$ cat src/rtl/reg_file_pc_sb.sv
// ARM-style register file with the PC held at PC_IDX, same-cycle write bypass,
// branch-and-link return-address write and a pending-write scoreboard.
module reg_file_pc_sb #(
  parameter int DATA_W      = 32,
  parameter int ADDR_W      = 4,
  parameter int PC_IDX      = 15,
  parameter int LR_IDX      = 14,
  parameter int PC_STEP     = 4,
  parameter int PC_READ_OFS = 8,
  parameter int RESET_PC    = 0,
  parameter int BYPASS      = 1
) (
  input  logic              clk,
  input  logic              reset,
  input  logic              writeEnable,
  input  logic [ADDR_W-1:0] writeDestination,
  input  logic [DATA_W-1:0] writeData,
  input  logic              linkBit,
  input  logic              pcAdvance,
  input  logic [ADDR_W-1:0] readReg1,
  input  logic [ADDR_W-1:0] readReg2,
  output logic [DATA_W-1:0] readData1,
  output logic [DATA_W-1:0] readData2,
  output logic [DATA_W-1:0] pcOut,
  output logic              writeToPC,
  input  logic              reserveEnable,
  input  logic [ADDR_W-1:0] reserveReg,
  output logic              busy1,
  output logic              busy2,
  output logic [ADDR_W:0]   pendingCount
);

  localparam int NUM_REGS = 1 << ADDR_W;
  localparam logic [ADDR_W-1:0] PC_A = ADDR_W'(PC_IDX);
  localparam logic [ADDR_W-1:0] LR_A = ADDR_W'(LR_IDX);
  localparam logic [DATA_W-1:0] STEP = DATA_W'(PC_STEP);
  localparam logic [DATA_W-1:0] RD_OFS = DATA_W'(PC_READ_OFS);
  localparam logic BYP = (BYPASS != 0);

  // regs[PC_A] is never written and never read; the PC lives in pc_q
  logic [DATA_W-1:0]   regs [NUM_REGS];
  logic [DATA_W-1:0]   pc_q, pc_nxt;
  logic [NUM_REGS-1:0] busy_q, busy_nxt;
  logic [ADDR_W:0]     cnt_nxt;
  logic                gen_write;
  logic                byp1, byp2;

  assign writeToPC = writeEnable && (writeDestination == PC_A);
  assign gen_write = writeEnable && (writeDestination != PC_A);
  assign pcOut     = pc_q;

  // link result is never bypassed, so a same-cycle LR read sees the stored value
  assign byp1 = BYP && gen_write && (writeDestination == readReg1) && !(linkBit && readReg1 == LR_A);
  assign byp2 = BYP && gen_write && (writeDestination == readReg2) && !(linkBit && readReg2 == LR_A);

  always_comb begin
    readData1 = regs[readReg1];
    if (readReg1 == PC_A)
      readData1 = pc_q + RD_OFS;
    else if (byp1)
      readData1 = writeData;
  end

  always_comb begin
    readData2 = regs[readReg2];
    if (readReg2 == PC_A)
      readData2 = pc_q + RD_OFS;
    else if (byp2)
      readData2 = writeData;
  end

  assign busy1 = busy_q[readReg1] && !(BYP && writeEnable && writeDestination == readReg1);
  assign busy2 = busy_q[readReg2] && !(BYP && writeEnable && writeDestination == readReg2);

  always_comb begin
    pc_nxt = pc_q;
    if (writeToPC)
      pc_nxt = writeData;
    else if (pcAdvance)
      pc_nxt = pc_q + STEP;
  end

  // reserve is applied last so it wins over a same-cycle write or link
  always_comb begin
    busy_nxt = busy_q;
    if (gen_write)
      busy_nxt[writeDestination] = 1'b0;
    if (linkBit)
      busy_nxt[LR_A] = 1'b0;
    if (reserveEnable)
      busy_nxt[reserveReg] = 1'b1;
    busy_nxt[PC_A] = 1'b0;
  end

  always_comb begin
    cnt_nxt = '0;
    for (int i = 0; i < NUM_REGS; i++)
      cnt_nxt = cnt_nxt + {{ADDR_W{1'b0}}, busy_nxt[i]};
  end

  always_ff @(posedge clk) begin
    if (reset) begin
      for (int i = 0; i < NUM_REGS; i++)
        regs[i] <= '0;
      pc_q         <= DATA_W'(RESET_PC);
      busy_q       <= '0;
      pendingCount <= '0;
    end else begin
      if (gen_write)
        regs[writeDestination] <= writeData;
      if (linkBit)
        regs[LR_A] <= pc_q + STEP;
      pc_q         <= pc_nxt;
      busy_q       <= busy_nxt;
      pendingCount <= cnt_nxt;
    end
  end

endmodule
$ cat config.mk
export PLATFORM = sky130hd
export DESIGN_NAME = reg_file_pc_sb
export DESIGN_NICKNAME = d
export VERILOG_FILES = /design/src/rtl/reg_file_pc_sb.sv
export SDC_FILE = /design/constraint.sdc
export NUM_CORES = 1
export LEC_CHECK = 0
export BUFFER_PORTS_ARGS = -buffer_cell sky130_fd_sc_hd__buf_2
export CAP_MARGIN = 25
export CELL_PAD_IN_SITES_DETAIL_PLACEMENT = 1
export CELL_PAD_IN_SITES_GLOBAL_PLACEMENT = 2
export CORE_ASPECT_RATIO = 1.1
export CORE_MARGIN = 5
export CORE_UTILIZATION = 40
export DETAILED_ROUTE_END_ITERATION = 6
export PLACE_DENSITY_LB_ADDON = 0.1
export SLEW_MARGIN = 0
export SYNTH_ARGS = -nofsm -noshare
export SYNTH_HDL_FRONTEND = slang
export SYNTH_SLANG_ARGS = --single-unit
$ cat constraint.sdc
create_clock -name clk -period 3.7 [get_ports clk]
set_input_delay 0 -clock clk [delete_from_list [all_inputs] [get_ports clk]]
set_output_delay 0 -clock clk [all_outputs]
set_load 0.01 [all_outputs]
==> results.tsv <==
stage	metric	value	unit
detailed_routing	drc_errors	0	
setup_path	data_required_critical_path	4.23	ns
timing	rsz_0062_raised_after_global_routing	true	
timing	slew_viol_final	0	
yosys	synth_seq_cells	563	
cts	h_tree_depth	3	
setup_path	timing.critical_path.fanout_max	3	
global_routing	met1_usage	0.390	
finish	layout.core_utilization	0.466	
finish	layout.cell_area.non_filler	37300	um2
timing	post-route-period-util	0.962	
run	number_of_maximum_capacitance_violations	0	
power	netsw	4.51	mW
detailed_routing	drt_first_pass_iters	5	
yosys	synth.top_cell.area_share	0.479	
timing	clock-skew-final	0.0115	ns
setup_path	worst-r2r-cell-count	10	
yosys	yosysSeqAreaShare	0.511	
timing	post-route-min-period	3.56	ns
power	pwr-share-seq	0.446	
global_routing	globalRoute.totalOverflow	0	
placed_design	dpl_worst_slack	-0.265	ns
global_routing	grt_pass1_wl	183	mm
timing	final_hold_viols	0	
power	switch_share	0.268	
yosys	count_of_flip_flops_with_a_built_in_enable_after_synthesis	512	
detailed_routing	avgViaCountPerCell	6.24	
finish	layout-drive-gt1-share	0.271	
detailed_routing	routed_wirelength	130	mm
yosys	mappedNetlistArea	32100	um2
die	initial_core_util	0.401	
die	die_height	307	um
detailed_routing	drt_iter0_drc	2393	
yosys	post_synth_num_cell_types	67	
global_routing	antenna_found_initial	6	
cts	cts_num_sinks	563	
global_routing	grt_pass1_vias	24600	
timing	worst_pin_slew	1.04	ns
timing	timing.fmax	281	MHz
power	intPower	12.3	mW
die	placeable_core_region	80100	um2
power	powerDensity	451	nW/um2
finish	synthToLayoutAreaGrowth	16.2	%
die	fp-row-count	109	
yosys	dominant_cell_type_by_area_after_synthesis	sky130_fd_sc_hd__edfxtp_1	
placed_design	routabilityCongestion	0.868	
detailed_routing	dr_total_vias	23300	
power	clock_power_share	0.410	
yosys	synth-warning-count	0	
timing	max_slew_margin	0.307	
setup_path	criticalPathCategory	register to register	
setup_path	endpoint_kind	register	
yosys	post_synth_main_area_contributors	sky130_fd_sc_hd__edfxtp_1 (48%), sky130_fd_sc_hd__mux4_2 (16%), sky130_fd_sc_hd__and2_1 (8.8%)	
global_routing	globalRoute.busiestLayer	met2	
min_path	min-delay-path-class	primary input to register	
cts	cts_max_path_buffers	3	
setup_path	worst_ep_arrival_time	4.09	ns
yosys	postSynth.topFlopCell	sky130_fd_sc_hd__edfxtp_1	
finish	antenna-diode-count	0	
yosys	synth_area_per_cell	13.3	um2
finish	instances_no_fill	3730	
global_routing	grt_start_max_net_pins	85	
detailed_routing	final_antenna_net_count	0	
placed_design	numPortBuffers	156	
cts	clockRootBuffer	sky130_fd_sc_hd__clkbuf_16	
cts	clkSlewWorstSetupHoldPaths	0.06	ns
placed_design	dp_hpwl	84.4	mm
run_status	outcome	completed	
cts	worstSkewPairLatency	0.61	ns
timing	setup_total_negative_slack	0	ns
setup_path	startpoint_class	register	
finish	count_of_nets_after_finishing	2689	
power	cellLeakagePower	13.3	nW
cts	tritoncts	done	
global_routing	grtUsageTotal	0.296	
die	design.portCount	158	
die	die_outline_width	280	um
timing	report.final.setup_viol	0	
placed_design	place_inst	3558	
global_routing	use_met3	0.0381	
power	power.share.combinational	0.143	
yosys	gate_count_after_technology_mapping	2419	
min_path	timing.hold.worst_path_depth	5	
timing	fin_ws	0.142	ns
die	die_area	86000	um2
cts	cts_inserted_buffers	68	
detailed_routing	route.detailed.wl_per_inst	34.8	um
yosys	async_reset_ff_frac	0	
placed_design	place_area	34500	um2
power	irDropWorstVdd	0.363	mV
global_routing	grt.met2_usage	0.497	
==> cells in the mapped netlist (all sizes together) (3+ instances only) <==
library cell,n
mux4,229
nand4,18
a22o,11
nor4,12
xnor2,44
edfxtp,512
buf,107
a31oi,28
mux2,7
and2,452
o32ai,3
nor2b,28
inv,13
o22ai,11
ha,4
xor2,45
o221a,6
a22oi,95
clkbuf,129
a221o,4
nand2,100
nand3b,4
a221oi,25
nand3,38
or3,5
a32oi,5
or2,17
fa,10
nand2b,9
nor2,108
mux2i,81
and4,7
o21ai,63
a211oi,47
dfxtp,51
o2bb2ai,8
and3,20
nor3,24
a311oi,5
a21oi,18
==> flip-flops by register name, indices dropped and copies added (netlist names) <==
| name | count |
|---|---|
| regs | 512 |
| pcOut | 32 |
| busy_q | 15 |
| pendingCount | 4 |
==> logic make-up (layout without fill, tap and decap cells) <==
family	Yosys count	count (layout)	share of synthesized area
XOR/XNOR	89	89	0.0243
other	1	33	0.000117
adder cells (fa/ha/maj)	14	14	0.00780
multiplexers	317	317	0.188
AND/OR/NAND/NOR	845	845	0.152
flip-flops	563	563	0.511
buffers and inverters	252	477	0.0409
AO/OA/AOI/OAI	338	338	0.0753
==> per-stage QoR <==
| step | total power [mW] | hold slack, ns |
|---|---|---|
| finish | 16.8 | 0.0329 |
| global route | 17.3 | 0.0481 |
| CTS | 16.9 | 0.00380 |
| detailed placement | 9.99 | 0.399 |
| global placement | 9.92 | 0.401 |
| floorplan | 8.87 | 0.136 |
==> layout make-up <==
class                      count  area [um2]
multi-input combinational   1636       14700
clock buffer                  77        1780
timing repair buffer         337        2530
sequential                   563       16400
inverter                      15        56.3
tap                         1054        1320
fill                        8118       42800
clock inverter                48         474
==> power groups by stage <==
stage,combinational [mW],clock (mW),sequential [mW]
final,2.41,6.90,7.51
after global placement,2.33,0,7.59
after global routing,2.51,7.29,7.54
after CTS,2.41,7.02,7.50
after floorplan,1.33,0,7.54
after detailed placement,2.36,0,7.64
==> repair_timing <==
action / 4_1_cts / 5_1_grt
gates resized for setup: 4 / 18
hold endpoints to repair: 402 / 0
setup endpoints to repair: 2 / 3
pin swaps: 4 / 10
buffers inserted: 0 / 1
hold buffers: 48 / 0
==> final timing paths <==
kind                            slack [ns]               to           from
worst min-delay path                  0.03        busy_q[0]  reserveEnable
worst min register to register        0.63         pcOut[0]       pcOut[0]
worst max register to register        0.14  pendingCount[1]      busy_q[1]
worst max-delay path                  0.14  pendingCount[1]      busy_q[1]
==> metal layers <==
layer	part of all wire	vias to the layer above
li1	-	9612
met1	0.40	12400
met2	0.49	1040
met3	0.063	255
met4	0.047	2
met5	0.00010	-
==> critical path, cell delays in order, from the launching register on <==
cell and delay, ns:
sky130_fd_sc_hd__dfxtp_1 0.33, sky130_fd_sc_hd__a22oi_2 0.21, sky130_fd_sc_hd__fa_1 0.48, sky130_fd_sc_hd__inv_1 0.09, sky130_fd_sc_hd__fa_1 0.44, sky130_fd_sc_hd__fa_1 0.58
sky130_fd_sc_hd__fa_1 0.44, sky130_fd_sc_hd__fa_2 0.36, sky130_fd_sc_hd__inv_2 0.06, sky130_fd_sc_hd__fa_2 0.42, sky130_fd_sc_hd__nor2_1 0.08
==> placed cells by master (no fill, tap or decap), drive strengths merged, types with 44 or more instances in the layout <==
cell,n
a211oi,47
a22oi,95
and2,452
buf,288
clkbuf,80
dfxtp,51
dlygate4sd3,45
edfxtp,512
mux2i,81
mux4,229
nand2,100
nor2,108
o21ai,63
xnor2,44
xor2,45
Power figures use the tool's default switching activity.
